## src/rtl/regfile_pkg.sv

```systemverilog
// Shared sizes and types for the 16 x 16-bit two-read/one-write register file.
// Optional feature macro: REGFILE_WRITE_BYPASS_EN (write-through forwarding to read ports).
package regfile_pkg;

  localparam int DATA_W   = 16;
  localparam int ADDR_W   = 4;
  localparam int NUM_REGS = 2 ** ADDR_W;

  typedef logic [DATA_W-1:0] data_t;
  typedef logic [ADDR_W-1:0] addr_t;

endpackage

```

## src/rtl/regfile_read_port.sv

```systemverilog
// One combinational read port: address-to-data mux over the register array.
// With REGFILE_WRITE_BYPASS_EN defined, an in-flight write to the same address is forwarded.
module regfile_read_port
  import regfile_pkg::*;
(
  input  addr_t rd_addr_i,
`ifdef REGFILE_WRITE_BYPASS_EN
  input  logic  wr_en_i,
  input  addr_t wr_addr_i,
  input  data_t wr_data_i,
`endif
  input  data_t regs_i [NUM_REGS],
  output data_t rd_data_o
);

  always_comb begin
    rd_data_o = regs_i[rd_addr_i];
`ifdef REGFILE_WRITE_BYPASS_EN
    // wr_en_i is already qualified with reset by the parent, so forwarding never leaks during reset.
    if (wr_en_i && (wr_addr_i == rd_addr_i)) begin
      rd_data_o = wr_data_i;
    end
`endif
  end

endmodule

```

## src/rtl/register_file_2r1w.sv

```systemverilog
// 16 x 16-bit register file: two combinational read ports, one synchronous write port.
// Optional feature macro: REGFILE_WRITE_BYPASS_EN (same-cycle write-to-read forwarding).
module register_file_2r1w
  import regfile_pkg::*;
(
  input  logic              clk,
  input  logic              rst,
  input  logic              regWrite,
  input  logic [ADDR_W-1:0] A1,
  input  logic [ADDR_W-1:0] A2,
  input  logic [ADDR_W-1:0] A3,
  input  logic [DATA_W-1:0] WD3,
  output logic [DATA_W-1:0] RD1,
  output logic [DATA_W-1:0] RD2
);

  // No handshake: a write is taken on every rising edge where regWrite=1 and rst=0.
  data_t regs_q [NUM_REGS];
  data_t regs_d [NUM_REGS];

  always_comb begin
    regs_d = regs_q;
    if (regWrite) begin
      regs_d[A3] = WD3;
    end
  end

  always_ff @(posedge clk or posedge rst) begin
    if (rst) begin
      regs_q <= '{default: '0};
    end else begin
      regs_q <= regs_d;
    end
  end

`ifdef REGFILE_WRITE_BYPASS_EN
  logic wr_fwd_en;
  assign wr_fwd_en = regWrite & ~rst;
`endif

  regfile_read_port u_read_port_1 (
    .rd_addr_i (A1),
`ifdef REGFILE_WRITE_BYPASS_EN
    .wr_en_i   (wr_fwd_en),
    .wr_addr_i (A3),
    .wr_data_i (WD3),
`endif
    .regs_i    (regs_q),
    .rd_data_o (RD1)
  );

  regfile_read_port u_read_port_2 (
    .rd_addr_i (A2),
`ifdef REGFILE_WRITE_BYPASS_EN
    .wr_en_i   (wr_fwd_en),
    .wr_addr_i (A3),
    .wr_data_i (WD3),
`endif
    .regs_i    (regs_q),
    .rd_data_o (RD2)
  );

endmodule

```

## config.mk

```make
export PLATFORM = sky130hd
export DESIGN_NAME = register_file_2r1w
export DESIGN_NICKNAME = d
export VERILOG_FILES = /design/src/rtl/regfile_pkg.sv /design/src/rtl/regfile_read_port.sv /design/src/rtl/register_file_2r1w.sv
export SDC_FILE = /design/constraint.sdc
export NUM_CORES = 1
export LEC_CHECK = 0
export CORE_MARGIN = 4
export CORE_UTILIZATION = 35
export CTS_CLUSTER_SIZE = 25
export DETAILED_ROUTE_END_ITERATION = 8
export GPL_TIMING_DRIVEN = 0
export PLACE_DENSITY = 0.63
export REMOVE_ABC_BUFFERS = 1
export SLEW_MARGIN = 25
export SYNTH_ARGS = -nofsm -noshare
export SYNTH_HDL_FRONTEND = slang
export SYNTH_SLANG_ARGS = --single-unit
```

## constraint.sdc

```tcl
create_clock -name clk -period 10.3 [get_ports clk]
set_input_delay 1.545 -clock clk [delete_from_list [all_inputs] [get_ports clk]]
set_output_delay 1.545 -clock clk [all_outputs]
set_load 0.005 [all_outputs]
```

**Word-level counts from Yosys, hierarchy flattened**

Cells that the tools add are included.

- Logic and storage cells: 33
- Flip-flop bits (word level): 256
- Output and inout port bits: 32
- Input bits: 31

- Bitwise operators: 3
- Reduce and logical (&&, ||, !) cells: 1
- Magnitude comparators: 4
- Mux-type cells: 9

Operators with widths:

| kind | number |
|---|---|
| $bwmux W256 | 1 |
| $bmux W16 S4 | 2 |
| $mux W16 | 5 |
| $demux W16 S4 | 1 |
| $ge A5 B5 Y1 const B | 3 |
| $not A4 Y5 | 3 |
| $lt A5 B1 Y1 const B | 1 |
| $logic_and A1 B1 Y1 | 1 |

**Logic depth before layout (Yosys ltp)**

- Word-level depth: 6
- Mapped depth: 6
- Gate-level depth less buffers: 3

**Cells and area by module**

From an unflattened synthesis, not the netlist that was laid out.

- Cells, all modules: 849
- Area, all modules: 13456.7 sq um

By module, submodules not included:

| module | area each (sq um) | seq. area each (sq um) | instances | cells an instance |
|---|---|---|---|---|
| register_file_2r1w | 9590.4 | 6406.1 | 1 | 575 |
| regfile_read_port | 1933.1 | 0.0 | 2 | 137 |

**Worst setup path after synthesis**

No wires, ideal clock.

- Kind: input port to output port
- From: in A1[0]
- To: out RD1[10]
- Path buffers: 3
- Slack: 5.879 ns
- Data arrival time: 2.876 ns
- Cell stages on the path: 6
- Required time: 8.755 ns
- Cells stage by stage: buf_2 -> buf_2 -> buf_2 -> mux4_2 -> a22oi_1 -> nand2_1

- Longest elaborated chain between the ends: 4

RTL lines:

| element | RTL line | text |
|---|---|---|
| from (decl) | register_file_2r1w.sv:9 | `input logic [ADDR_W-1:0] A1,` |
| $not A4 Y5 (implied by the code) | regfile_read_port.sv:17 | `rd_data_o = regs_i[rd_addr_i];` |
| $bmux W16 S4 | regfile_read_port.sv:17 |  |
| $mux W16 (implied by the code) (2 in series) | regfile_read_port.sv:17 |  |
| to (decl) | register_file_2r1w.sv:13 | `output logic [DATA_W-1:0] RD1,` |

Every way passes these cells. The select of a mux whose other input is x is not followed.

**Worst setup path after layout**

- From: in A1[3]
- To: out RD1[7]

Same word-level chain as after synthesis.

==> results.ini <==
[run_status]
outcome = finished clean

[placed_design]
gp_congestion = 0.729
port_buffers = 62
dpl.hpwl_um = 21200

[critical_path]
path_buf_inv = 2
cp_top_family = buffers and inverters
path_common_cell = clkdlybuf4s50_1
cp_slowest_cell = nor2b_4
crit_path_end_kind = primary output
path_max_fanout = 16
max_stage_delay_ps = 680
r2r_start = regs_q[95]
cp.arrival_ps = 3840
critical_path_class = input port to primary output
startpoint_type = input port
crit_required_ps = 8760
ff2ff_path_depth = 1
regToRegSetupSlack_ps = 9480
r2r-end = regs_q[95]
crit_chain = clkdlybuf4s50_1 -> nor2b_4 -> a22oi_1 -> nand2_1 -> clkdlybuf4s50_1

[logic_synthesis]
postSynthAreaPerCell_um2 = 15.8
yosys-mux-area-fraction_pct = 43.3
synthCells = 852
yosysTopAreaCell = dfrtp_1
netlist_area_mm2 = 0.0135
synth_compound_area_share_pct = 3.56
synth_top_family_by_area = multiplexers
ys_seq_area_share_pct = 47.5
synthSimpleGateAreaFrac_pct = 2.62
synth_edf_count = 0
async_flop_share_pct = 100
synthAdderAreaFrac_pct = 0
synth_area_leaders = dfrtp_1, mux4_2, mux2_2
synthDistinctLibCells = 29
synth_xor_area_share_pct = 0
yosysWarnings = 0
ys.flop_type = dfrtp_1
ys_ff_latch = 256
synth_top_area_share_pct = 47.5

[timing]
hold_violations = 0
setup_violations = 0
fin_crit_ps = 5390
rsz0062_at_grt = false
fmax_mhz = 186
finalSetupTns_ps = 0
tightest_slew_ps = 906
period_share_pct = 52.3
clock_skew_ps = 0
slew_violations = 0
maxSlewHeadroom_pct = 39.6

[floorplan]
dieHeight_um = 204
die_w_um = 204
rows = 71
start_util_pct = 35.6
io_pins = 63
die-area_mm2 = 0.0417
fp.coreArea_mm2 = 0.0378

[power_and_ir_drop]
internal_power_mw = 2.37
switching_share_pct = 25.5
p_leak_nw = 6.45
power_density_mw_per_mm2 = 201
seq_power_share_pct = 44.1
ir_drop_mv = 0.0868
switchingPower_mw = 0.813
p_clk_share_pct = 32.9
comb_power_share_pct = 23.0
totalPowerFinal_mw = 3.18

[global_routing]
grt-busiest-layer = met2
grt_overflow = 0
grt_pass1_wl_um = 54000
grtUsageMet1_pct = 25.2
antenna_found_initial = 0
grt_max_degree = 98
grtUsageMet2_pct = 26.5
grt_pass1_vias = 8626
gr-usage-all-layers_pct = 16.9
met3_usage_pct = 2.84

[drt]
wl_per_cell_um = 24.9
drcViolationCount = 0
routed_wl_um = 35200
vias = 8105
initialDrtViolationCount = 603
via_per_inst = 5.74
dr.pass1.iters = 7
drtAntennaViolNets = 0

[cells_and_area]
regMostFlops = regs_q
final_nets = 912
top_regs = regs_q: 256 flops
area_delta_synth_final_pct = 17.4
drive_gt1_share_pct = 52.5
utilization_pct = 41.8
num-fill-cells = 3502
largest_reg_flops = 256
diodes = 0

[clock_network]
numCtsBuffers = 27
cts_hold_buffers = 0
cts_setup_buffers = 0
cts_buffer_depth = 3
clk_latency_ps = 540
clkTransAtPathRegs_ps = 60
cts-root-buf = clkbuf_16
tritoncts = yes
htreeDepth = 1
ctsResizeCount = 0
cts_num_sinks = 256

[min_path]
min_to = regs_q[88]
hold_start = regs_q[88]
holdPathStages = 1
hp-class = register to register

[flow_run]
maxCapViolCount = 0

layer usage:
layer  wire, um  share of wire (%)
met5          0                  0
met4        596                1.7
met3       1920                5.4
met2      16500                 47
met1      16200                 46
power by group through the flow:
| stage | Clock [mW] | Combinational (mW) | Sequential (mW) |
|---|---|---|---|
| floorplan | 0 | 0.523 | 1.36 |
| global placement | 0 | 0.729 | 1.40 |
| detailed placement | 0 | 0.740 | 1.42 |
| CTS | 1.07 | 0.742 | 1.40 |
| global route | 1.11 | 0.793 | 1.43 |
| finish | 1.05 | 0.732 | 1.40 |
how the worst max path moves through the flow:
stage / from / endpoint / slack, ps / depth (start not counted)
after detailed placement: A2[2] / RD2[0] / 4920 / 5
after global routing: A1[3] / RD1[7] / 4820 / 5
after CTS: A1[3] / RD1[9] / 4920 / 5
after floorplan: rst / regs_q[0] / 1710 / 1
final: A1[3] / RD1[7] / 4910 / 5
after global placement: rst / regs_q[131] / -1660 / 2
Yosys cell counts (2+ instances only):
cell        n
dfrtp_1   256
mux2_2    231
mux4_2    128
a22oi_1    64
buf_2      44
nand2_1    34
clkbuf_1   28
mux2_4     20
nor2_1      7
mux2_1      5
nor2b_1     4
buf_4       3
buf_6       3
nor3_2      3
and2_1      2
buf_1       2
nand2b_1    2
nand3_1     2
nand3b_1    2
nor2_2      2
or3_1       2
layout make-up:
cell class	count	area [um^2]	area share, %
sequential	256	6410	40.5
timing repair buffer	81	1030	6.51
clock buffer	37	763	4.82
tap	511	639	4.04
clock inverter	13	194	1.22
multi-input combinational	514	6790	42.9
inverter	1	11.3	0.0711
cells in the final DEF, fill, tap and decap left out, types with 6 or more instances in the layout:
cell,netlist,final
buf_6,3,6
nand2_1,34,33
a22oi_1,64,64
dfrtp_1,256,256
clkinv_2,0,7
clkdlybuf4s50_1,0,58
mux2_2,231,231
clkbuf_16,0,27
mux4_2,128,128
mux2_4,20,20
nor2_4,0,8
buf_16,0,12
cells by family (layout without fill, tap and decap cells):
kind of cell,count (synthesis),count (layout)
muxes,384,384
DFF,256,256
buffers and inverters,82,132
and+or+nand+nor,66,66
AOI/OAI and AO/OA,64,64
stage by stage:
stage	instance area, um^2	hold WS (ps)	worst slack (ps)	std cells
final	15800	514	4910	1413
after CTS	15800	520	4920	1413
after global placement	14300	492	-1660	1344
after global routing	15800	539	4820	1413
after floorplan	13100	476	1710	771
after detailed placement	14900	506	4920	1363
Power figures use the tool's default switching activity.
